[src/rtl/issue_queue_nw.sv]
// issue_queue_nw: circular pre-decoded instruction queue between fetch and
// execute. Up to FETCH_W packets enter per cycle and up to ISSUE_W leave per
// cycle as a group whose size follows the pairing rules (single-issue classes,
// intra-group RAW on GPRs and HI/LO, branch/delay-slot placement, load-use).
//
// Handshake: enqueue is accepted for every lane in enq_valid_i on a rising
// edge where enq_ready_o=1 and flush_i=0; otherwise all lanes are dropped and
// the source must hold them. enq_ready_o depends only on the registered count,
// never on enq_valid_i. Issue is offered combinationally on iss_valid_o and is
// consumed at the next rising edge; issue_en_i/stall_i/flush_i gate the offer
// itself, so a presented slot is always a consumed slot.
module issue_queue_nw #(
  parameter int DEPTH   = 8,
  parameter int FETCH_W = 2,
  parameter int ISSUE_W = 2,
  parameter int INFO_W  = 88
) (
  input  logic                        clk,
  input  logic                        rst,
  input  logic                        flush_i,
  input  logic [FETCH_W-1:0]          enq_valid_i,
  input  logic [FETCH_W*INFO_W-1:0]   enq_info_i,
  output logic                        enq_ready_o,
  input  logic                        issue_en_i,
  input  logic                        stall_i,
  output logic [ISSUE_W-1:0]          iss_valid_o,
  output logic [ISSUE_W*INFO_W-1:0]   iss_info_o,
  output logic [ISSUE_W-1:0]          iss_delayslot_o,
  output logic                        stallreq_o,
  output logic [$clog2(DEPTH):0]      count_o
);

  localparam int PTR_W = $clog2(DEPTH);
  localparam int CNT_W = PTR_W + 1;

  // Packet field positions, counted from the LSB end of the packet.
  localparam int B_HILO_WE = 1;
  localparam int B_HILO_RE = 2;
  localparam int B_LOAD    = 3;
  localparam int B_JB      = 4;
  localparam int B_SINGLE  = 5;
  localparam int B_WE      = 6;
  localparam int B_RT_RE   = 7;
  localparam int B_RS_RE   = 8;
  localparam int WA_LO     = 9;
  localparam int RT_LO     = 14;
  localparam int RS_LO     = 19;

  logic [INFO_W-1:0] mem_q [DEPTH];
  logic [PTR_W-1:0]  head_q, head_d, tail_q, tail_d;
  logic [CNT_W-1:0]  count_q, count_d;
  logic              ds_pending_q, ds_pending_d;
  logic              lu_valid_q, lu_valid_d;
  logic [4:0]        lu_addr_q, lu_addr_d;

  logic [PTR_W-1:0]  cand_idx  [ISSUE_W];
  logic [INFO_W-1:0] cand_info [ISSUE_W];
  logic [ISSUE_W-1:0] cand_present;
  logic [ISSUE_W-1:0] iss_v;
  logic              slot_ok;
  logic              lu_hit;
  logic              enq_ready;
  logic              do_enq;
  logic [CNT_W-1:0]  enq_cnt, deq_cnt;
  logic              any_iss, last_jb, lu_found;
  logic [4:0]        lu_found_addr;

  // Candidate k is the k-th oldest entry, present only while count covers it.
  for (genvar g = 0; g < ISSUE_W; g++) begin : g_cand
    assign cand_idx[g]     = head_q + PTR_W'(g);
    assign cand_info[g]    = mem_q[cand_idx[g]];
    assign cand_present[g] = count_q > CNT_W'(g);
  end

  // Head instruction reads the destination of a load issued last cycle.
  assign lu_hit = lu_valid_q && (lu_addr_q != 5'd0) &&
                  ((cand_info[0][B_RS_RE] && (cand_info[0][RS_LO +: 5] == lu_addr_q)) ||
                   (cand_info[0][B_RT_RE] && (cand_info[0][RT_LO +: 5] == lu_addr_q)));

  // Room for a full fetch bundle, judged before this cycle's dequeue.
  assign enq_ready = (CNT_W'(DEPTH) - count_q) >= CNT_W'(FETCH_W);
  assign do_enq    = enq_ready && !flush_i;

  // Group formation: each slot joins only if every earlier slot joined.
  always_comb begin
    iss_v    = '0;
    slot_ok  = 1'b0;
    iss_v[0] = cand_present[0] && issue_en_i && !stall_i && !flush_i && !lu_hit;
    for (int k = 1; k < ISSUE_W; k++) begin
      slot_ok = iss_v[k-1] && cand_present[k] && !ds_pending_q && !cand_info[0][B_SINGLE];
      // Single-issue and branch instructions may only ride as a delay slot.
      if ((cand_info[k][B_SINGLE] || cand_info[k][B_JB]) && !cand_info[k-1][B_JB])
        slot_ok = 1'b0;
      for (int j = 0; j < ISSUE_W; j++) begin
        if (j < k) begin
          // The group closes right after a branch's delay slot.
          if (cand_info[j][B_JB] && (j + 1 < k))
            slot_ok = 1'b0;
          if (cand_info[j][B_WE] && (cand_info[j][WA_LO +: 5] != 5'd0) &&
              ((cand_info[k][B_RS_RE] && (cand_info[k][RS_LO +: 5] == cand_info[j][WA_LO +: 5])) ||
               (cand_info[k][B_RT_RE] && (cand_info[k][RT_LO +: 5] == cand_info[j][WA_LO +: 5]))))
            slot_ok = 1'b0;
          if (cand_info[j][B_HILO_WE] && cand_info[k][B_HILO_RE])
            slot_ok = 1'b0;
        end
      end
      iss_v[k] = slot_ok;
    end
  end

  // Per-cycle summaries of the enqueue bundle and the issued group.
  always_comb begin
    enq_cnt       = '0;
    deq_cnt       = '0;
    any_iss       = 1'b0;
    last_jb       = 1'b0;
    lu_found      = 1'b0;
    lu_found_addr = 5'd0;
    for (int k = 0; k < FETCH_W; k++)
      enq_cnt = enq_cnt + CNT_W'(enq_valid_i[k]);
    for (int k = 0; k < ISSUE_W; k++) begin
      deq_cnt = deq_cnt + CNT_W'(iss_v[k]);
      if (iss_v[k]) begin
        any_iss = 1'b1;
        last_jb = cand_info[k][B_JB];
        if (cand_info[k][B_LOAD] && cand_info[k][B_WE]) begin
          lu_found      = 1'b1;
          lu_found_addr = cand_info[k][WA_LO +: 5];
        end
      end
    end
  end

  // Next-state for pointers, occupancy, delay-slot and load-use tracking.
  always_comb begin
    head_d       = head_q;
    tail_d       = tail_q;
    count_d      = count_q;
    ds_pending_d = ds_pending_q;
    lu_valid_d   = lu_valid_q;
    lu_addr_d    = lu_addr_q;
    if (flush_i) begin
      head_d       = '0;
      tail_d       = '0;
      count_d      = '0;
      ds_pending_d = 1'b0;
      lu_valid_d   = 1'b0;
    end else begin
      head_d  = head_q + deq_cnt[PTR_W-1:0];
      if (do_enq)
        tail_d = tail_q + enq_cnt[PTR_W-1:0];
      count_d = count_q + (do_enq ? enq_cnt : '0) - deq_cnt;
      if (any_iss)
        ds_pending_d = last_jb;
      // A stalled pipeline keeps the load in flight, so the tracker holds.
      if (!stall_i) begin
        if (any_iss) begin
          lu_valid_d = lu_found;
          lu_addr_d  = lu_found_addr;
        end else begin
          lu_valid_d = 1'b0;
        end
      end
    end
  end

  // Control state registers.
  always_ff @(posedge clk or negedge rst) begin
    if (!rst) begin
      head_q       <= '0;
      tail_q       <= '0;
      count_q      <= '0;
      ds_pending_q <= 1'b0;
      lu_valid_q   <= 1'b0;
      lu_addr_q    <= 5'd0;
    end else begin
      head_q       <= head_d;
      tail_q       <= tail_d;
      count_q      <= count_d;
      ds_pending_q <= ds_pending_d;
      lu_valid_q   <= lu_valid_d;
      lu_addr_q    <= lu_addr_d;
    end
  end

  // Packet storage; lanes land in consecutive slots starting at tail.
  always_ff @(posedge clk) begin
    for (int k = 0; k < FETCH_W; k++) begin
      if (do_enq && enq_valid_i[k])
        mem_q[tail_q + PTR_W'(k)] <= enq_info_i[k*INFO_W +: INFO_W];
    end
  end

  for (genvar g = 0; g < ISSUE_W; g++) begin : g_out
    assign iss_info_o[g*INFO_W +: INFO_W] = iss_v[g] ? cand_info[g] : '0;
    if (g == 0) begin : g_ds0
      assign iss_delayslot_o[g] = iss_v[g] && ds_pending_q;
    end else begin : g_dsk
      assign iss_delayslot_o[g] = iss_v[g] && cand_info[g-1][B_JB];
    end
  end

  assign iss_valid_o = iss_v;
  assign stallreq_o  = cand_present[0] && lu_hit && !stall_i;
  assign enq_ready_o = enq_ready;
  assign count_o     = count_q;

endmodule

[config.mk]
export PLATFORM = sky130hd
export DESIGN_NAME = issue_queue_nw
export DESIGN_NICKNAME = d
export VERILOG_FILES = /design/src/rtl/issue_queue_nw.sv
export SDC_FILE = /design/constraint.sdc
export NUM_CORES = 2
export LEC_CHECK = 0
export BUFFER_PORTS_ARGS = -buffer_cell sky130_fd_sc_hd__clkbuf_2
export CORE_ASPECT_RATIO = 0.6
export CORE_MARGIN = 2
export CORE_UTILIZATION = 45
export CTS_BUF_LIST = sky130_fd_sc_hd__clkbuf_4 sky130_fd_sc_hd__clkbuf_8
export CTS_CLUSTER_SIZE = 8
export DETAILED_ROUTE_END_ITERATION = 10
export PLACE_DENSITY = 0.61
export SLEW_MARGIN = 25
export SYNTH_ARGS = -nofsm -noshare
export SYNTH_HDL_FRONTEND = slang
export SYNTH_SLANG_ARGS = --single-unit
[constraint.sdc]
create_clock -name clk -period 19.4 [get_ports clk]
set_input_delay 2.91 -clock clk [delete_from_list [all_inputs] [get_ports clk]]
set_output_delay 2.91 -clock clk [all_outputs]
set_load 0.03 [all_outputs]
==> run metrics <==
# nets final=3,193; #FFs+latches synth=between 700 and 800; Post-CTS Setup Inserts=0; critical path arrival=a little under 8 ns; row cnt=between 80 and 90; Post-Place Cells=between 4,000 and 5,000; Startpoint Class=flip-flop; Worst Skew=slightly below 0.03 ns; Initial Util=0.4534; status=finished, final reports clean; Ports=around 370; synthesized cell area=about 42,000 um^2; CTS max path bufs=3; final global-route overflow total=0; pwr dens=a little over 100 nW/um^2; post-synth top area cell=edfxtp_1; delay-heaviest family, CP=buffers and inverters; syn_area_per_cell=about 16 um^2; RSZ-0062 raised after global routing=false; Post-Synthesis Cells=2,668; crit path cell chain=buf_4 > buf_6 > mux4_1 > mux2i_1 > xor2_1 > o211ai_1 > nor4_1 > a211o_4 > clkinv_1 > nand2_4 > buf_4 > a21oi_1 > clkbuf_2; WS Path Type=reg -> out; HPWL Detailed=roughly 76 mm; Least-Margin Pin Slew=1.129 ns; Vert. Die Dim=roughly 240 um; Num CTS Buffers=between 100 and 150; Final Hold Fails=0; worst path bufs/invs=5; Fillers=roughly 7,900; via count=about 27,000; share of the synthesized area in the top cell type=0.4975; GRT Total Usage=0.2704; CTS tree=built; Die X=~400 um; pins over their slew limit=0; CTS root buffer=clkbuf_8; die area=just under 100,000 um^2; vias in the first global route=28,560; fin util=0.5113; CP dominant cell by count=buf_4; I/O Buffers=around 370; initial antenna violation count=29; worst vdd ir=approximately 0.061 mV; Non-Filler Instances=between 4,000 and 5,000; Distinct cells, synth=55; Post-Syn Nets=between 2,000 and 3,000; Wirelength per Cell=a little over 30 um; prevailing post-synth register cell=edfxtp_1; CTS Hold Buffers Added=0; fin crit share=0.5462; critical path fanouts, max=just over 70; CTS H-tree lvls=3; area grow syn2layout=12.76%; P_leak=between 15 and 20 nW; Routed WL=132.2 mm; Critical Path End Type=primary output; post-synthesis async set-or-reset flop share=0.02358; Sink Count=about 720; starting DRC count in detailed routing=2,506; Hold Path Class=reg -> reg; DRC errors left=0; Max Freq=94.38 MHz; share of cells above drive strength 1=0.5422; Critical Path RT=~16 ns; drt first pass iters=5; number of vias per cell=6.263; setup tns final=0 ns; clk slew on worst S/H paths=0.06 ns; Post-DRT Antenna Nets=0; Post-synth EDFFs=between 700 and 800; Synth warnings=0; Crit-path slowest cell=dfrtp_4; Multi-input gate area=approximately 20,000 um^2; max incr delay on CP=about 0.75 ns; register area=~22,000 um^2; routability cong.=between 0.8 and 0.9; sequential element share of the synthesized area=0.5075; top cells by area, synth=edfxtp_1 50%, mux2_2 19%, mux4_2 16%; hold_ws=about 0.58 ns; Final setup viols=0; later-pin clock latency in the skew report=slightly above 0.8 ns; largest net degree at the start of global routing=roughly 130; fin crit period=10.60 ns; global-route wire length before repair=around 190 mm; post_cts resized=0; Core ar.=around 94,000 um^2; Max-Cap Viols=0; total power=approximately 4.9 mW; Max transition margin=0.2475
-- path summary, 6_finish.rpt --
path	start	to	slack [ns]	depth (start not counted)
min	ds_pending_q$_DFFE_PN0P_	ds_pending_q$_DFFE_PN0P_	0.58	2
min reg2reg	ds_pending_q$_DFFE_PN0P_	ds_pending_q$_DFFE_PN0P_	0.58	2
max	head_q[0]$_DFF_PN0_	iss_info_o[156]	8.80	13
max in group asynchronous	rst	head_q[2]$_DFF_PN0_	16.95	1
min in group asynchronous	rst	count_o[0]$_DFF_PN0_	2.08	1
max reg2reg	head_q[0]$_DFF_PN0_	count_o[3]$_DFF_PN0_	11.07	20
-- layout make-up --
| cell class | instances | share of cell area |
|---|---|---|
| Tap cell | 1246 | 0.03253 |
| Clock inverter | 36 | 0.005640 |
| Antenna cell | 19 | 0.0009922 |
| Sequential cell | 721 | 0.4503 |
| Inverter | 17 | 0.001332 |
| Timing Repair Buffer | 420 | 0.04930 |
| Multi-Input combinational cell | 1716 | 0.4179 |
| Clock buffer | 170 | 0.04204 |
-- cell usage after synthesis (all sizes together), types with 5 or more instances --
master,instances
edfxtp,704
xnor2,19
buf,99
mux4,330
clkbuf,113
nand4,8
nand3b,16
a22oi,8
dfrtp,17
inv,16
nand3,6
nand2,158
nor2,128
xor2,8
o21ai,6
nor2b,7
and2,7
mux2,713
nor3b,24
mux2i,133
a21oi,71
nor3,19
o221ai,5
ha,15
-- cells by family after synthesis --
| group | Yosys count | share of synthesized area |
|---|---|---|
| multiplexers | 1176 | 0.3970 |
| buffers and inverters | 231 | 0.02606 |
| AO/OA/AOI/OAI | 108 | 0.01687 |
| adder cells (fa/ha/maj) | 19 | 0.006301 |
| AND/OR/NAND/NOR | 386 | 0.04069 |
| flip-flops | 721 | 0.5075 |
| XOR/XNOR | 27 | 0.005565 |
-- metal layers --
layer,share of wire,vias to the layer above,global-route usage
met5,0.00098,-,0
met4,0.025,20,0.07832
met3,0.074,219,0.05915
met2,0.48,1158,0.4394
met1,0.42,14360,0.3667
li1,-,11460,-
-- report_power, final --
part	leakage, nW	internal [mW]	switching, mW	total, mW
logic	8.08	0.616	0.838	1.45
clock network	1.21	0.713	0.637	1.35
registers	6.61	1.96	0.0856	2.05
total	15.9	3.29	1.56	4.85
-- cell usage in the layout (no fill, tap or decap), types with 19 or more instances in the layout --
cell type	count
edfxtp_1	704
nor3b_1	24
a21oi_1	64
clkinv_1	23
mux4_2	305
buf_4	40
nand2_1	157
clkbuf_4	52
nor2_1	124
nor3_1	19
clkbuf_2	368
clkbuf_8	118
mux2i_1	133
mux2_2	713
diode_2	19
-- sequential cells by signal, summed over array words and instances (netlist names) --
name / count
mem_q: 704
lu_addr_q: 5
count_o: 4
head_q: 3
tail_q: 3
ds_pending_q: 1
lu_valid_q: 1
-- stage by stage --
stage	setup WS (ns)	instance area [um^2]
2_1_floorplan	9.065	42490
3_3_place_gp	9.580	45520
3_5_place_dp	9.318	45520
4_1_cts	8.433	47800
5_1_grt	8.350	47900
6_report	8.804	47920
-- worst register-to-register path, cell delays in order (launching register included) --
cell and delay, ns:
dfrtp_4 0.75, buf_4 0.65, buf_6 0.72, mux4_1 0.69, mux2i_1 0.45, xor2_1 0.19
o211ai_1 0.09, nor4_1 0.37, a211o_4 0.74, clkinv_1 0.58, nand2_4 0.61, buf_4 0.62
inv_1 0.15, ha_1 0.28, fa_1 0.50, inv_1 0.06, ha_1 0.27, a21o_1 0.15
a21oi_1 0.16, xnor2_1 0.14, nor2_1 0.05
Note: power is estimated with default switching activity, not from simulation.
